$ cat src/rtl/cpu_pkg.sv
// cpu_pkg: shared core widths, reset values and opcode constants.
package cpu_pkg;
    localparam int XLEN = 32;
    localparam int REG_ADDR_W = 5;
    localparam logic [XLEN-1:0] PC_RESET_VAL = 32'h8000_0000;
    localparam logic [6:0] OP_LOAD = 7'b000_0011;
    localparam logic [6:0] OP_STORE = 7'b010_0011;
    localparam logic [6:0] OP_SYSTEM = 7'b111_0011;
endpackage

$ cat src/rtl/gen_reg.sv
// gen_reg: enabled register with asynchronous active-low reset to a parameterized value.
module gen_reg #(
    parameter int WIDTH = 32,
    parameter logic [WIDTH-1:0] RESET_VAL = '0
) (
    input  logic             clk,
    input  logic             rst_n,
    input  logic             en_i,
    input  logic [WIDTH-1:0] d_i,
    output logic [WIDTH-1:0] q_o
);
    logic [WIDTH-1:0] q_q;
    logic [WIDTH-1:0] q_d;

    assign q_d = en_i ? d_i : q_q;
    assign q_o = q_q;

    always_ff @(posedge clk or negedge rst_n) begin
        if (!rst_n) q_q <= RESET_VAL;
        else q_q <= q_d;
    end
endmodule

$ cat src/rtl/key_mux.sv
// key_mux: combinational key lookup over a packed table, lowest matching entry wins.
module key_mux #(
    parameter int NR_KEY = 1,
    parameter int KEY_LEN = 7,
    parameter int DATA_LEN = 1
) (
    input  logic [KEY_LEN-1:0]                   key_i,
    input  logic [DATA_LEN-1:0]                  default_i,
    input  logic [NR_KEY*(KEY_LEN+DATA_LEN)-1:0] lut_i,
    output logic [DATA_LEN-1:0]                  out_o
);
    localparam int ENT_W = KEY_LEN + DATA_LEN;

    // Scanning from the top down lets the lowest-index match overwrite the rest.
    always_comb begin
        out_o = default_i;
        for (int i = NR_KEY - 1; i >= 0; i--)
            if (lut_i[i*ENT_W+DATA_LEN +: KEY_LEN] == key_i) out_o = lut_i[i*ENT_W +: DATA_LEN];
    end
endmodule

$ cat src/rtl/cpu_state_unit.sv
// cpu_state_unit: PC register, integer register file and decoder key-lookup mux of the RV32 core.
module cpu_state_unit
    import cpu_pkg::*;
#(
    parameter int ADDR_WIDTH = REG_ADDR_W,
    parameter int DATA_WIDTH = XLEN,
    parameter logic [DATA_WIDTH-1:0] PC_RESET = PC_RESET_VAL,
    parameter int NR_KEY = 1,
    parameter int KEY_LEN = 7,
    parameter int DATA_LEN = 1
) (
    input  logic                                 clk,
    input  logic                                 rst,
    input  logic                                 pc_wen,
    input  logic [DATA_WIDTH-1:0]                pc_din,
    output logic [DATA_WIDTH-1:0]                pc,
    output logic [DATA_WIDTH-1:0]                pc_plus4,
    input  logic                                 wen,
    input  logic [ADDR_WIDTH-1:0]                waddr,
    input  logic [DATA_WIDTH-1:0]                wdata,
    input  logic [ADDR_WIDTH-1:0]                rs1addr,
    input  logic [ADDR_WIDTH-1:0]                rs2addr,
    output logic [DATA_WIDTH-1:0]                rs1data,
    output logic [DATA_WIDTH-1:0]                rs2data,
    input  logic [KEY_LEN-1:0]                   key,
    input  logic [DATA_LEN-1:0]                  default_out,
    input  logic [NR_KEY*(KEY_LEN+DATA_LEN)-1:0] lut,
    output logic [DATA_LEN-1:0]                  mux_out
);
    localparam int NR_REGS = 2 ** ADDR_WIDTH;
    localparam logic [DATA_WIDTH-1:0] PC_STEP = DATA_WIDTH'(4);

    gen_reg #(.WIDTH(DATA_WIDTH), .RESET_VAL(PC_RESET)) u_pc (
        .clk  (clk),
        .rst_n(rst),
        .en_i (pc_wen),
        .d_i  (pc_din),
        .q_o  (pc)
    );

    assign pc_plus4 = pc + PC_STEP;

    logic [DATA_WIDTH-1:0] regs_q [NR_REGS];

    // x0 is never written, and reads of it are forced to zero regardless.
    always_ff @(posedge clk or negedge rst) begin
        if (!rst) for (int i = 0; i < NR_REGS; i++) regs_q[i] <= '0;
        else if (wen && waddr != '0) regs_q[waddr] <= wdata;
    end

    assign rs1data = (rs1addr == '0) ? '0 : regs_q[rs1addr];
    assign rs2data = (rs2addr == '0) ? '0 : regs_q[rs2addr];

    key_mux #(.NR_KEY(NR_KEY), .KEY_LEN(KEY_LEN), .DATA_LEN(DATA_LEN)) u_key_mux (
        .key_i    (key),
        .default_i(default_out),
        .lut_i    (lut),
        .out_o    (mux_out)
    );
endmodule

$ cat config.mk
export PLATFORM = sky130hd
export DESIGN_NAME = cpu_state_unit
export DESIGN_NICKNAME = d
export VERILOG_FILES = /design/src/rtl/cpu_pkg.sv /design/src/rtl/gen_reg.sv /design/src/rtl/key_mux.sv /design/src/rtl/cpu_state_unit.sv
export SDC_FILE = /design/constraint.sdc
export NUM_CORES = 2
export LEC_CHECK = 0
export BUFFER_PORTS_ARGS = -buffer_cell sky130_fd_sc_hd__buf_2
export CORE_MARGIN = 4
export CORE_UTILIZATION = 69
export CTS_BUF_LIST = sky130_fd_sc_hd__clkbuf_2 sky130_fd_sc_hd__clkbuf_4 sky130_fd_sc_hd__clkbuf_8
export CTS_CLUSTER_SIZE = 20
export DETAILED_ROUTE_END_ITERATION = 6
export GPL_TIMING_DRIVEN = 0
export PLACE_DENSITY_LB_ADDON = 0.08
export SLEW_MARGIN = 10
export SYNTH_ARGS = -nofsm -noshare
export SYNTH_HDL_FRONTEND = slang
export SYNTH_SLANG_ARGS = --single-unit
$ cat constraint.sdc
create_clock -name clk -period 3.8 [get_ports clk]
set_input_delay 0.19 -clock clk [delete_from_list [all_inputs] [get_ports clk]]
set_output_delay 0.19 -clock clk [all_outputs]
set_load 0.02 [all_outputs]
==> results.toml <==
[logic_synthesis]
synth_edf_count = 0
syn_inst = 3759
ys.flop_type = "dfrtp_1"
yosysSeqAreaShare_pct = 47.3
avgSynthCellArea_sq_um = 14.9
netlist_area_sq_mm = 0.0558
ys_warn_count = 0
synth_cell_type_count = 44
ys_ff_latch = 1056
syn_nets = 3859
async_flop_share_pct = 100

[sta]
hold_viol = 0
finalCriticalPeriod_ns = 3.99
hold_ws_ns = 0.0442
setup_ws_ns = -0.189
skew_ns = 0
fmax_ghz = 0.251
rsz0062_at_grt = "false"
slew_headroom_pct = 5.26
drv_slew = 0
tightest_slew_ns = 1.42
min_period_over_period_pct = 105
setup_viol = 5

[pwr]
ir_drop_v = 0.000363
power_density_mw_per_mm2 = 531
finalPower_mw = 33.5
power_leakage_nw = 28.0

[global_routing]
grt_overflow = 0
grt_max_degree = 153
antenna_found_initial = 15
grt_pass1_vias = 40410
groute.usage.overall_pct = 44.3
grt_first_pass_wirelength_mm = 273

[clocking]
cts_tree = "done"
clk_root_buffer_cell = "clkbuf_8"
h-tree-depth = 4
post_cts_buffers = 0
clk_latency_ns = 0.86
clk_pin_slew_ns = 0.06
clock_path_buffers = 3
cts_sinks = 1056
cts_buffers = 173

[die]
fp.coreArea_sq_mm = 0.0804
die_area_sq_mm = 0.0855
initial_utilization_pct = 69.4
num_rows = 104
num_io_pins = 228
die-height_microns = 292
dieWidth_microns = 292

[final_layout]
nNetsFinal = 4335
drive_above_1_share_pct = 51.0
final_util_pct = 78.6
area.growth.synth_to_final_pct = 13.2

[worst_setup_path]
critPathSlowestCell = "a211oi_1"
slowest_delay_ns = 0.98
crit_type = "in -> out"
worstPathMaxFanout = 10
reg2reg_depth = 2
worst_ep_required_time_ns = 3.61
crit_chain = "buf_4 -> buf_2 -> nand3b_1 -> clkbuf_1 -> o221ai_1 -> a211oi_1 -> a211oi_1 -> buf_2"
cp-start-kind = "input pin"
crit_arrival_ns = 3.80
end_kind = "primary output"

[detailed_routing]
vias_per_cell = 7.33
antenna_left = 0
drt_iter0_markers = 5111
drt_pass1_iterations = 7
routed_wl_mm = 188
vias = 39917
wl_per_cell_microns = 34.5
route.detailed.drc = 1

[placement]
dp_hpwl_mm = 130
io_buffers = 220
place_ws_ns = -0.0583
gp_congestion = 0.984

[run_status]
status = "finished, violations left"
violations = "DRC, setup timing"

[worst_hold_path]
hp-class = "in -> reg"
holdPathStages = 4

[flow_run]
cap_violations = 0
[final timing paths]
kind                         startpoint      endpoint  slack (ns)
setup reg to reg            u_pc.q_o[0]   u_pc.q_o[0]        2.38
min in group asynchronous           rst   regs_q[998]        0.47
max in group asynchronous           rst   regs_q[403]        1.06
hold reg to reg            regs_q[1014]  regs_q[1014]        0.45
setup / recovery             rs1addr[1]    rs1data[8]       -0.19
hold / removal                 waddr[2]   regs_q[639]        0.04
[kinds of logic after synthesis]
logic type,count (synthesis),share of synthesized area [%]
AOI/OAI and AO/OA,339,4.42
xor gates and xnor gates,35,0.549
adders and majority gates,1,0.0224
buffers and inverters,451,3.78
DFF,1056,47.3
muxes,1630,41.7
and+or+nand+nor,247,2.16
[area by class of cell]
| type | count | area (sq um) |
|---|---|---|
| Sequential cell | 1056 | 26400 |
| Tap cell | 1060 | 1330 |
| Buffer | 423 | 2000 |
| Antenna cell | 8 | 20.0 |
| Timing Repair Buffer | 301 | 2100 |
| Fill cell | 4769 | 17200 |
| Clock inverter | 33 | 389 |
| Multi-Input combinational cell | 2252 | 27400 |
| Clock buffer | 281 | 3490 |
| Inverter | 28 | 105 |
[where the power goes]
group	switching (mW)	total [mW]	internal, mW	leakage, nW
Sequential	1.68	15.0	13.4	13.5
Combinational	3.30	7.34	4.04	12.4
Clock	4.87	11.2	6.29	2.07
[registers in the layout (all words and copies together), names as in the netlist]
register  cells
regs_q     1024
u_pc.q_o     32
[cell usage after synthesis, types with 2 or more instances]
library cell  count  area share [%]
dfrtp_1        1055              47
mux2_2         1041              21
mux4_2          452              18
clkbuf_1        205             1.4
nand2_1         122            0.82
mux2i_1         116             2.1
buf_2           110            0.99
a21oi_1          80            0.72
a211oi_1         64            0.86
a22o_1           64             1.0
buf_1            51            0.34
o22ai_1          44            0.49
buf_4            39            0.52
inv_1            28            0.19
o221ai_1         28            0.44
xnor2_1          28            0.44
a221o_1          24            0.43
a221oi_1         24            0.38
nor2_1           24            0.16
mux2_1           21            0.42
nand3_1          19            0.17
buf_6            17            0.34
and3_1           13            0.15
o21ai_0          11           0.099
nand3b_1         10            0.13
nand4_1          10            0.11
nor4_1           10            0.11
xor2_1            7            0.11
nor2b_1           6           0.067
or2_2             6           0.067
nor3_1            5           0.045
nor2_2            4           0.045
nor3b_1           4           0.054
and2_1            3           0.034
or3b_2            3           0.047
and4_1            2           0.031
nor4_2            2           0.045
[layer usage]
metal  up-vias  global-route usage [%]  wire length (microns)
li1      15442                       -                      -
met1     20657                    58.1                  66600
met2      3052                    63.9                  82000
met3       756                    19.0                  27400
met4        10                    22.7                  12000
met5         -                       0                     60
[layout by cell type (no fill, tap or decap), types with 39 or more instances in the layout]
master         count
dfrtp_1         1055
mux2_2          1041
mux4_2           452
buf_2            329
clkbuf_8         220
clkbuf_1         205
nand2_1          122
mux2i_1          116
a21oi_1           80
dlygate4sd3_1     71
a22o_1            64
clkbuf_4          62
a211oi_1          56
buf_1             51
o22ai_1           44
buf_4             39
[worst max-delay path: cells and delay by family]
family          cells  cell delay [ns]
compound gates      3             1.43
buf+inv             4             1.48
simple gates        1             0.67
[per-stage QoR]
stage / instance area, sq um / std cells / TNS, ns
final: 63200 / 5442 / -0.320
after global routing: 63200 / 5437 / 0
after CTS: 63200 / 5434 / 0
after detailed placement: 58500 / 5048 / -0.138
after global placement: 58300 / 5039 / -
after floorplan: 55800 / 3759 / 0
[what timing repair did]
action                                  CTS  global route
gates resized for setup                   4             6
endpoints found under the setup margin    4             9
hold buffers                             72             0
pin swaps                                 0             1
cloned                                    0             0
endpoints found under the hold margin   336             0
No activity file was read; power rests on OpenSTA's default activity.
